### config.mk
export PLATFORM = sky130hd
export DESIGN_NAME = ima_adpcm_pack
export DESIGN_NICKNAME = d
export VERILOG_FILES = /design/src/rtl/ima_adpcm_pkg.sv /design/src/rtl/adpcm_byte_fifo.sv /design/src/rtl/ima_adpcm_pack.sv
export SDC_FILE = /design/constraint.sdc
export NUM_CORES = 1
export LEC_CHECK = 0
export CORE_MARGIN = 2
export CORE_UTILIZATION = 54
export DETAILED_ROUTE_END_ITERATION = 7
export GPL_TIMING_DRIVEN = 0
export PLACE_DENSITY = 0.75
export RECOVER_POWER = 25
export SYNTH_ARGS = -nofsm -noshare
export SYNTH_HDL_FRONTEND = slang
export SYNTH_SLANG_ARGS = --single-unit
### constraint.sdc
create_clock -name clock -period 3.5 [get_ports clock]
set_clock_uncertainty 0.15 [all_clocks]
set_input_delay 0.7 -clock clock [delete_from_list [all_inputs] [get_ports clock]]
set_output_delay 0.7 -clock clock [all_outputs]
set_load 0.005 [all_outputs]
### src/rtl/ima_adpcm_pkg.sv
// Shared definitions for the IMA ADPCM byte packer: FSM encodings, header
// geometry and the FIFO entry layout.
package ima_adpcm_pkg;

    typedef enum logic [2:0] {
        PK_IDLE,
        PK_HDR0,
        PK_HDR1,
        PK_HDR2,
        PK_HDR3,
        PK_DATA
    } pk_state_t;

    localparam int IMA_HDR_BYTES      = 4;
    localparam int IMA_MAX_STEP_INDEX = 88;

    typedef struct packed {
        logic       block_start;
        logic [7:0] data;
    } pk_entry_t;

endpackage

### src/rtl/adpcm_byte_fifo.sv
// First-word-fall-through FIFO with occupancy count. A push while full is
// accepted only when a pop happens in the same cycle.
module adpcm_byte_fifo #(
    parameter int WIDTH = 9,
    parameter int DEPTH = 16,
    localparam int AW   = $clog2(DEPTH)
) (
    input  logic             clock,
    input  logic             reset,
    input  logic             push,
    input  logic [WIDTH-1:0] din,
    input  logic             pop,
    output logic [WIDTH-1:0] dout,
    output logic [AW:0]      count,
    output logic             full,
    output logic             empty
);

    logic [WIDTH-1:0] mem [DEPTH];
    logic [AW:0]      wr_ptr;
    logic [AW:0]      rd_ptr;
    logic             wr_en;
    logic             rd_en;

    assign count = wr_ptr - rd_ptr;
    assign full  = (count == (AW+1)'(DEPTH));
    assign empty = (count == '0);
    assign rd_en = pop && !empty;
    assign wr_en = push && (!full || rd_en);
    assign dout  = mem[rd_ptr[AW-1:0]];

    always_ff @(posedge clock or posedge reset) begin
        if (reset) begin
            wr_ptr <= '0;
            rd_ptr <= '0;
        end else begin
            if (wr_en) wr_ptr <= wr_ptr + 1'b1;
            if (rd_en) rd_ptr <= rd_ptr + 1'b1;
        end
    end

    always_ff @(posedge clock) begin
        if (wr_en) mem[wr_ptr[AW-1:0]] <= din;
    end

endmodule

### src/rtl/ima_adpcm_pack.sv
// Packs 4-bit IMA ADPCM codes into header-prefixed byte blocks and buffers
// them in a small byte FIFO towards the consumer.
module ima_adpcm_pack
    import ima_adpcm_pkg::*;
#(
    parameter int CODES_PER_BLOCK = 504,
    parameter int FIFO_DEPTH      = 16,
    parameter int HOLD_FREE       = 6
) (
    input  logic        clock,
    input  logic        reset,
    input  logic [3:0]  inPCM,
    input  logic        inPcmValid,
    input  logic [15:0] inPredictSamp,
    input  logic [6:0]  inStepIndex,
    output logic        holdOff,
    output logic [7:0]  outByte,
    output logic        outValid,
    input  logic        outReady,
    output logic        outBlockStart,
    output logic        overflow
);

    localparam int AW = $clog2(FIFO_DEPTH);
    localparam int CW = $clog2(CODES_PER_BLOCK + 1);

    pk_state_t   state;
    pk_state_t   cur;
    logic [15:0] hdr_pred;
    logic [6:0]  hdr_idx;
    logic [15:0] snap_pred;
    logic [6:0]  snap_idx;
    logic [3:0]  held;
    logic [CW-1:0] cnt;

    pk_entry_t   wr_entry;
    pk_entry_t   rd_entry;
    logic        push;
    logic        pop;
    logic        full;
    logic        empty;
    logic [AW:0] count;
    logic [AW:0] free_slots;

    // Header byte 0 is pushed in the cycle the first code is accepted, so the
    // block's first byte reaches the consumer one cycle after that code.
    assign cur = (state == PK_IDLE && inPcmValid) ? PK_HDR0 : state;

    always_comb begin
        push     = 1'b0;
        wr_entry = '0;
        case (cur)
            PK_HDR0: begin push = 1'b1; wr_entry = '{1'b1, hdr_pred[7:0]};     end
            PK_HDR1: begin push = 1'b1; wr_entry = '{1'b0, snap_pred[15:8]};   end
            PK_HDR2: begin push = 1'b1; wr_entry = '{1'b0, {1'b0, snap_idx}};  end
            PK_HDR3: begin push = 1'b1; wr_entry = '{1'b0, 8'h00};             end
            PK_DATA: begin
                push     = inPcmValid && cnt[0];
                wr_entry = '{1'b0, {inPCM, held}};
            end
            default: ;
        endcase
    end

    always_ff @(posedge clock or posedge reset) begin
        if (reset) begin
            state     <= PK_IDLE;
            hdr_pred  <= '0;
            hdr_idx   <= '0;
            snap_pred <= '0;
            snap_idx  <= '0;
            held      <= '0;
            cnt       <= '0;
            overflow  <= 1'b0;
        end else begin
            if (inPcmValid) begin
                hdr_pred <= inPredictSamp;
                hdr_idx  <= inStepIndex;
            end
            if (push && full && !pop) overflow <= 1'b1;
            case (state)
                PK_IDLE: if (inPcmValid) begin
                    snap_pred <= hdr_pred;
                    snap_idx  <= hdr_idx;
                    held      <= inPCM;
                    cnt       <= CW'(1);
                    state     <= PK_HDR1;
                end
                PK_HDR0: state <= PK_HDR1;
                PK_HDR1: state <= PK_HDR2;
                PK_HDR2: state <= PK_HDR3;
                PK_HDR3: state <= PK_DATA;
                PK_DATA: if (inPcmValid) begin
                    if (!cnt[0]) held <= inPCM;
                    if (cnt == CW'(CODES_PER_BLOCK - 1)) begin
                        cnt   <= '0;
                        state <= PK_IDLE;
                    end else begin
                        cnt <= cnt + 1'b1;
                    end
                end
                default: state <= PK_IDLE;
            endcase
        end
    end

    assign pop = outValid && outReady;

    adpcm_byte_fifo #(
        .WIDTH(9),
        .DEPTH(FIFO_DEPTH)
    ) u_fifo (
        .clock(clock),
        .reset(reset),
        .push (push),
        .din  (wr_entry),
        .pop  (pop),
        .dout (rd_entry),
        .count(count),
        .full (full),
        .empty(empty)
    );

    assign outValid      = !empty;
    assign outByte       = empty ? 8'h00 : rd_entry.data;
    assign outBlockStart = !empty && rd_entry.block_start;
    assign free_slots    = (AW+1)'(FIFO_DEPTH) - count;
    assign holdOff       = free_slots < (AW+1)'(HOLD_FREE);

endmodule

==> results.cfg, run 1 <==
[run_status]
status = finished with violations
violations = setup timing

[cells_and_area]
nNetsFinal = 700
area_growth_pct = 22.2
multiInputGateArea_sq_um = 3180
stdcell_area_sq_um = 11000
fillers = 1060
instances_no_fill = 890
final_util_pct = 66.8
register_area_sq_um = 5950
diodes = 0
drive_above_1_share_pct = 35.4

[synth]
synth_edf_count = 144
syn_avg_cell_area_sq_um = 16.3
ys_seq_area_share_pct = 66.3
netlist_area_sq_um = 8970
ys_seq_elements = 209
synth_top_flop_cell = edfxtp_1
synth.distinct_cells = 51
async_reset_ff_share_pct = 31.1
yosys_warnings = 0
synthCells = 551
syn-num-nets = 596

[critical_path]
cp_num_buf_inv = 5
timing_worst_setup_path_type = reg2out
crit_fanout = 2
r2r-start = u_fifo.wr_ptr[0]$_DFFE_PP0P_
path_cells = inv_2 > ha_4 > inv_2 > fa_2 > inv_2 > ha_4 > nor3b_4 > ha_1 > buf_4 > a211oi_1 > mux2_4 > buf_6
endpoint_kind = output port
crit_path_max_incr_delay_ps = 580
critPathLaunchType = register
cpMostUsedCell = inv_2
crit_slowest_cell = fa_2
arrival_ps = 3060
crit_required_ps = 2650
critPathLaunch = u_fifo.wr_ptr[0]$_DFFE_PP0P_
path_delay_family = adder cells

[clock_tree]
cts_buffer_depth = 3
cts_tree = built
cts_made_buffers = 22
cts.reportedPaths.clkPinSlew_ps = 60
htreeDepth = 1
worstSkewPairLatency_ps = 500
cts_root_buf = clkbuf_16
cts.sinks = 209

[die]
die_w_microns = 133
placeableCoreArea_sq_um = 16400
ios = 43
initial_core_util_pct = 54.7
die_h_microns = 133
dieArea_sq_um = 17700
rows = 47

[power]
combPwrFrac_pct = 45.0
peakVddDrop_mv = 0.521
p_sw_share_pct = 35.1
pwr-share-clk_pct = 19.9
pwr_density_cell_nw_per_um2 = 1000
p_leak_uw = 0.00396
p_switching_uw = 3860
seqPwrFrac_pct = 35.1
internal-power_uw = 7130

[route]
routedWlPerCell_microns = 23.1
via_count = 5393
drc = 0
antenna_left = 0
drt_pass1_iterations = 5
wl_mm = 20.5
drtIter0Drc = 438
vias_per_cell = 6.06

[timing]
slew_headroom_pct = 20.8
finalSetupTns_ps = -3290
finalWorstSetupSlack_ps = -411
rsz0062_at_grt = true
maxSlewViolCount = 0
layout_min_cycle_time_ps = 3910
worst_slew_pin_slew_ps = 1190
setup_violations = 11
finalHoldViolCount = 0
min_period_over_period_pct = 112
fmax_mhz = 256

[global_route]
grt_antenna_before_repair = 0
grt.met1_usage_pct = 31.5
grt_pass1_vias = 5383
grt_pass1_wl_mm = 30.8
grtUsageMet3_pct = 4.02
grt-busiest-layer = met2
grt_usage_pct = 22.9
globalRouteOverflowTotal = 0
grtUsageMet2_pct = 38.2
grt_max_degree = 37

[placed_design]
io_buffers = 42
dpl_cell_area_sq_um = 9830
gp_congestion = 0.830
dp.cells = 821
place_ws_ps = -873
dp_hpwl_mm = 12.8

[min_path]
min_from = hdr_pred[1]$_DFFE_PP0P_
worst_hold_path_type = reg2reg

[job]
drv_cap = 0
[state kept, by name, indices dropped and copies added (netlist names)]
name / count
u_fifo.wr_ptr: 5
cnt: 9
hdr_idx: 7
overflow: 1
u_fifo.mem: 144
snap_idx: 7
state: 3
snap_pred: 8
hdr_pred: 16
held: 4
u_fifo.rd_ptr: 5
[worst reg2reg max path: cells and delay by family (launching register included)]
kind	cells	cell delay [ps]
fa+ha+maj	4	1060
buf+inv	6	660
flops	1	390
simple gates	5	920
[final timing paths]
kind	depth (start not counted)	end	slack, ps
max in group asynchronous	3	cnt[4]$_DFFE_PP0P_	910
max reg2reg	15	u_fifo.mem[9][4]$_DFFE_PP_	50
min	1	hdr_pred[1]$_DFFE_PP0P_	350
max	12	holdOff	-410
min in group asynchronous	2	snap_idx[5]$_DFFE_PP0P_	810
min reg2reg	1	hdr_pred[1]$_DFFE_PP0P_	350
[timing repair]
item / CTS / global route
pin swaps: 16 / 6
resized for setup: 82 / 33
gates cloned: 1 / 9
endpoints found under the hold margin: 0 / 0
setup buffers: 13 / 9
hold buffers: 0 / 0
endpoints found under the setup margin: 156 / 155
[stage by stage]
| stage | hold WS [ps] | power (uW) |
|---|---|---|
| global placement | 331 | 7630 |
| CTS | 356 | 10500 |
| detailed placement | 342 | 7920 |
| floorplan | 310 | 6410 |
| global route | 367 | 11500 |
| finish | 354 | 11000 |
[placed cells by master (no fill, tap or decap), types with 6 or more instances in the layout]
master and instances:
buf_4 19, o221ai_2 9, inv_1 6, ha_1 10, mux2i_1 11, edfxtp_1 144
nor3b_1 8, clkbuf_1 22, a21o_1 6, dfrtp_1 64, clkbuf_16 23, nand2_1 18
clkdlybuf4s50_1 29, nor2_1 7, buf_6 10, and3_4 17, a21oi_1 16, mux4_2 27
xnor2_1 10, nor3_1 9, nand4_1 6, o21ai_0 7, buf_2 13, mux2_2 67
o21ai_1 9, nand3_1 10, a211oi_2 7
[cell usage after synthesis (2+ instances only)]
cell      count  area, sq um
xor2_1        2         17.5
nor2_1        6         22.5
buf_4         5         37.5
xnor2_1      11         96.3
a21oi_1      16         80.1
dfrtp_1      65         1630
nand2b_1      6         37.5
buf_6         2         22.5
o21ai_0      15         75.1
nor3_1       11         55.1
nand2_1      19         71.3
buf_1         6         22.5
or3_1         2         12.5
buf_2         5         25.0
ha_1         13          163
clkbuf_1      8         30.0
edfxtp_1    144         4320
inv_1        12         45.0
and3_1       16          100
o221ai_1      9         78.8
mux4_2       27          608
nand4_1       6         37.5
a211oi_1     10         75.1
nand3_1      10         50.1
mux2i_1      11          110
mux2_2       68          766
nor3b_1       9         67.6
a21o_1        6         45.0
nor2b_1       7         43.8
a31oi_1       3         18.8
[routing by layer]
metal | vias up | share of wire [%]
li1 | 2370 | -
met1 | 2782 | 41
met2 | 206 | 51
met3 | 35 | 6.8
met4 | 0 | 1.9
met5 | - | 0
[cell families after synthesis]
group	after synthesis	share of synthesized area, %
muxes	107	16.7
AOI/OAI and AO/OA	66	4.90
DFF	209	66.3
xor gates and xnor gates	14	1.45
and+or+nand+nor	102	6.50
buffers and inverters	39	2.08
adders and majority gates	14	2.04
[power groups by stage]
stage / Clock, uW / Sequential (uW) / Combinational, uW
after floorplan: 0 / 3810 / 2590
after global placement: 0 / 3890 / 3740
after detailed placement: 0 / 3910 / 4010
after CTS: 2220 / 3850 / 4470
after global routing: 2330 / 3910 / 5260
final: 2180 / 3860 / 4940
[final cells by class]
class | count | share of cell area (%)
flip-flops and latches | 209 | 54.3
multi-input cells | 312 | 29.0
clock buffers | 37 | 6.10
repair buffers | 72 | 6.04
well taps | 220 | 2.51
plain buffers | 24 | 1.22
inverters | 13 | 0.639
clock inverters | 2 | 0.0913
repair inverters | 1 | 0.0799
No activity file was read; power rests on OpenSTA's default activity.
==> run 2, diff against run 1 <==
SKIP_CTS_REPAIR_TIMING = 1   (was unset)
SLEW_MARGIN = 20   (was unset)
==> run 2 against run 1 <==
  * The run still ends with setup timing left
  * Power down 0.75%
  * Critical path type unchanged
  * Critical path depth unchanged
  * Sequential share of layout area up 0.087 points
  * Sequential power about the same
  * Critical endpoint unchanged
  * Combinational power down 2%
  * Worst hold slack worse by 2.5 ps
  * Clock power about the same
  * Final cell count down 0.79%
  * Routed wire length down 1.5%
  * Die area unchanged
  * Global-route usage down 0.98 points
==> results.cfg, run 2 (same netlist as run 1, synthesis figures left out) <==
[run_status]
status = finished with violations
violations = setup timing

[job]
drv_cap = 0

[cells_and_area]
largest_reg_flops = 144
fillers = 1076
area_growth_pct = 22.0
diodes = 0
final_common_cell = edfxtp_1
layout_common_cells = edfxtp_1 (144), mux2_2 (67), dfrtp_1 (64), clkdlybuf4s50_1 (29), mux4_2 (27)
instances_no_fill = 883
nNetsFinal = 693
drive_above_1_share_pct = 35.1

[route]
routedWlPerCell_microns = 22.9
drc = 0
wl_mm = 20.2
drt_pass1_iterations = 5
antenna_left = 0
drtIter0Drc = 434
vias_per_cell = 6.03
via_count = 5321

[clock_tree]
worstSkewPairLatency_ps = 500
cts_root_buf = clkbuf_16
cts_tree = built
cts_buffer_depth = 3
cts.reportedPaths.clkPinSlew_ps = 60
cts_made_buffers = 22
cts.sinks = 209
htreeDepth = 1

[placed_design]
dp_hpwl_mm = 12.5
gp_congestion = 0.830
place_ws_ps = -875
io_buffers = 42
dp.cells = 817

[timing]
hold_ws_ps = 352
slew_headroom_pct = 3.81
maxSlewViolCount = 0
finalHoldViolCount = 0
finalWorstSetupSlack_ps = -568
rsz0062_at_grt = true
worst_slew_pin_slew_ps = 1440
layout_min_cycle_time_ps = 4070
fmax_mhz = 246
setup_violations = 11
finalSetupTns_ps = -5540
min_period_over_period_pct = 116

[power]
seqPwrFrac_pct = 35.6
pwr-share-clk_pct = 19.9
p_switching_uw = 3840
combPwrFrac_pct = 44.5
internal-power_uw = 7060
p_leak_uw = 0.00393
peakVddDrop_mv = 0.491
pwr_density_cell_nw_per_um2 = 996
p_sw_share_pct = 35.3

[die]
die_w_microns = 133
initial_core_util_pct = 54.7
dieArea_sq_um = 17700
ios = 43
placeableCoreArea_sq_um = 16400
rows = 47
die_h_microns = 133

[global_route]
grt_pass1_vias = 5288
grt_pass1_wl_mm = 29.5
grt_usage_pct = 21.9
grt_antenna_before_repair = 0
globalRouteOverflowTotal = 0
grt_max_degree = 61

[min_path]
worst_hold_path_type = reg2reg
hold_depth = 1
min_from = hdr_pred[4]$_DFFE_PP0P_
hold_path_end = hdr_pred[4]$_DFFE_PP0P_

[critical_path]
crit_fanout = 7
critPathLaunch = u_fifo.rd_ptr[1]$_DFFE_PP0P_
arrival_ps = 3220
endpoint_kind = output port
r2r-start = u_fifo.rd_ptr[1]$_DFFE_PP0P_
crit_required_ps = 2650
timing_worst_setup_path_type = reg2out
reg2reg_to = u_fifo.mem[9][3]$_DFFE_PP_
reg2regPathDepth = 14
critPathLaunchType = register
regToRegSetupSlack_ps = 60
[run 2: metrics by stage]
step / area (sq um) / util [%] / power, uW
floorplan: 9030 / - / 6410
global placement: 9730 / 59.3 / 7630
detailed placement: 9810 / 59.8 / 7880
CTS: 10500 / 63.9 / 10100
global route: 10900 / 66.7 / 11400
finish: 10900 / 66.7 / 10900
[run 2: routing by layer]
layer / wire (microns) / share of wire [%] / GRT usage, % / vias up
met5: 0 / 0 / 0 / -
met4: 439 / 2.2 / 6.69 / 0
met3: 1100 / 5.5 / 3.18 / 41
met2: 10300 / 51 / 37.2 / 176
met1: 8420 / 42 / 29.8 / 2734
li1: - / - / - / 2370
[run 2: final cells by class]
class                   count  area [sq um]  area share, %
multi-input cells         312          3220           29.4
well taps                 220           275           2.52
clock inverters            11          80.1          0.732
repair buffers             64           587           5.36
inverters                  13          61.3          0.560
clock buffers              28           594           5.43
flip-flops and latches    209          5950           54.4
plain buffers              25           166           1.52
repair inverters            1          7.51         0.0686
[run 2: power by group through the flow]
stage	combinational [uW]	clock (uW)	sequential [uW]
after floorplan	2590	0	3810
after global placement	3740	0	3890
after detailed placement	3960	0	3910
after CTS	3990	2200	3870
after global routing	5170	2310	3930
final	4850	2170	3880
[run 2: worst max-delay path, stage by stage (launching register included)]
cell and delay [ps]:
dfrtp_1 410, buf_12 140, buf_16 120, clkinvlp_4 110
fa_2 600, inv_2 50, ha_4 150, nor3b_4 150
buf_4 160, ha_4 220, a2111oi_4 310, mux2_4 210
buf_6 90
[run 2: worst max path at each step]
stage / end / slack [ps] / cells after the start
3_5_place_dp: outByte[0] / -880 / 13
3_3_place_gp: outByte[6] / -830 / 13
2_1_floorplan: u_fifo.mem[3][0]$_DFFE_PP_ / 6 / 13
6_report: holdOff / -570 / 12
5_1_grt: holdOff / -690 / 13
4_1_cts: outByte[0] / -1420 / 13
==> run 3, diff against run 2 <==
GPL_TIMING_DRIVEN = unset   (was 0)
==> run 3 against run 2 <==
  * The flow finishes with violations (capacitance limit, setup timing)
  * Combinational power down 6.0%
  * First-iteration DRC count rose by 9.9%
  * Count of clock-buffer cells in the layout unchanged
  * Power decreased by 2.2%
  * Highest routed layer unchanged
==> results.cfg, run 3 (same netlist as run 1, synthesis figures left out) <==
[run_status]
status = finished with violations
violations = capacitance limit, setup timing

[global_route]
grt_antenna_before_repair = 0
grt_pass1_vias = 5353
grt_max_degree = 48
grt_usage_pct = 20.8
grt_pass1_wl_mm = 28.6
globalRouteOverflowTotal = 0

[route]
routedWlPerCell_microns = 20.7
via_count = 5067
drc = 0
wl_mm = 18.0
drt_pass1_iterations = 4
vias_per_cell = 5.84
drtIter0Drc = 477
antenna_left = 0

[cells_and_area]
final_util_pct = 65.3
layout_common_cells = edfxtp_1 (144), mux2_2 (67), dfrtp_1 (64), buf_4 (35), clkdlybuf4s50_1 (29)
stdcell_area_sq_um = 10700
area_growth_pct = 19.4
final_common_cell = edfxtp_1
multiInputGateArea_sq_um = 3000
largest_reg_flops = 144
diodes = 0
register_area_sq_um = 5950
nNetsFinal = 680
fillers = 1093
drive_above_1_share_pct = 32.9

[die]
ios = 43
rows = 47
placeableCoreArea_sq_um = 16400
initial_core_util_pct = 54.7
die_h_microns = 133
dieArea_sq_um = 17700
die_w_microns = 133

[clock_tree]
cts.sinks = 209
cts_made_buffers = 21
cts_root_buf = clkbuf_16
htreeDepth = 1
cts_tree = built
worstSkewPairLatency_ps = 480
cts_buffer_depth = 3
cts.reportedPaths.clkPinSlew_ps = 60

[critical_path]
critPathLaunchType = register
crit_cells = 14
regToRegSetupSlack_ps = 170
crit_slowest_cell = dfrtp_1
timing_worst_setup_path_type = reg2out
crit_required_ps = 2650
crit_path_end = outByte[2]
reg2reg_to = u_fifo.mem[13][8]$_DFFE_PP_
path_delay_family = buffers and inverters
path_cells = inv_2 > ha_4 > inv_2 > fa_2 > buf_4 > xor2_2 > nor3b_4 > ha_4 > clkinvlp_4 > buf_6 > buf_6 > o221ai_2 > a211oi_2 > buf_2
reg2regPathDepth = 13
crit_fanout = 4
endpoint_kind = output port
cp_num_buf_inv = 7
crit_path_max_incr_delay_ps = 390
critPathLaunch = u_fifo.wr_ptr[0]$_DFFE_PP0P_
arrival_ps = 3010
r2r-start = u_fifo.wr_ptr[0]$_DFFE_PP0P_

[timing]
finalWorstSetupSlack_ps = -361
min_period_over_period_pct = 110
rsz0062_at_grt = true
slew_headroom_pct = 0.525
setup_violations = 11
maxSlewViolCount = 0
finalSetupTns_ps = -3010
layout_min_cycle_time_ps = 3860
worst_slew_pin_slew_ps = 1490
fmax_mhz = 259
finalHoldViolCount = 0

[placed_design]
dp_hpwl_mm = 11.4
dpl_cell_area_sq_um = 9890
gp_congestion = 0.846
io_buffers = 42

[power]
p_leak_uw = 0.00391
fin_total_pwr_uw = 10700
pwr_density_cell_nw_per_um2 = 995
peakVddDrop_mv = 0.523

[job]
drv_cap = 1

[min_path]
worst_hold_path_type = reg2reg
-- run 3: worst min-delay path by stage --
stage,from,slack [ps],end,cells past startpoint
floorplan,overflow$_DFFE_PP0P_,310,overflow$_DFFE_PP0P_,1
global placement,hdr_idx[6]$_DFFE_PP0P_,330,hdr_idx[6]$_DFFE_PP0P_,1
detailed placement,hdr_pred[4]$_DFFE_PP0P_,340,hdr_pred[4]$_DFFE_PP0P_,1
CTS,reset,320,hdr_idx[5]$_DFFE_PP0P_,2
global route,hdr_idx[6]$_DFFE_PP0P_,370,snap_idx[6]$_DFFE_PP0P_,1
finish,u_fifo.wr_ptr[4]$_DFFE_PP0P_,350,u_fifo.wr_ptr[4]$_DFFE_PP0P_,1
-- run 3: area by class of cell --
type	instances	share of cell area [%]
Sequential cell	209	55.6
Multi-Input combinational cell	303	28.0
Timing Repair Buffer	86	6.97
Clock buffer	28	5.34
Tap cell	220	2.57
Clock inverter	8	1.05
Inverter	13	0.490
Timing Repair inverter	1	0.0701
-- run 3: per-layer routing --
metal | vias to the layer above | track usage, % | routed length, microns
li1 | 2308 | - | -
met1 | 2550 | 27.4 | 7660
met2 | 163 | 36.0 | 8910
met3 | 46 | 3.07 | 899
met4 | 0 | 6.27 | 526
met5 | - | 0 | 0
-- run 3: power breakdown --
group	switching (uW)	internal (uW)	leakage [uW]
registers	296	3580	0.00211
clock network	863	1360	0.000328
logic	2370	2190	0.00147
total	3530	7130	0.00391
-- run 3: through the flow --
stage	setup WS, ps	hold slack (ps)	std cells
3_5_place_dp	-498	338	823
3_3_place_gp	-356	334	823
5_1_grt	-490	369	868
4_1_cts	-1060	317	859
2_1_floorplan	5.94	310	551
6_report	-361	348	868
-- run 3: worst register-to-register path: cells and delay by family, from the launching register on --
kind | cells | cell delay (ps)
and+or+nand+nor | 5 | 1100
adders and majority gates | 4 | 1040
DFF | 1 | 390
buffers and inverters | 4 | 310
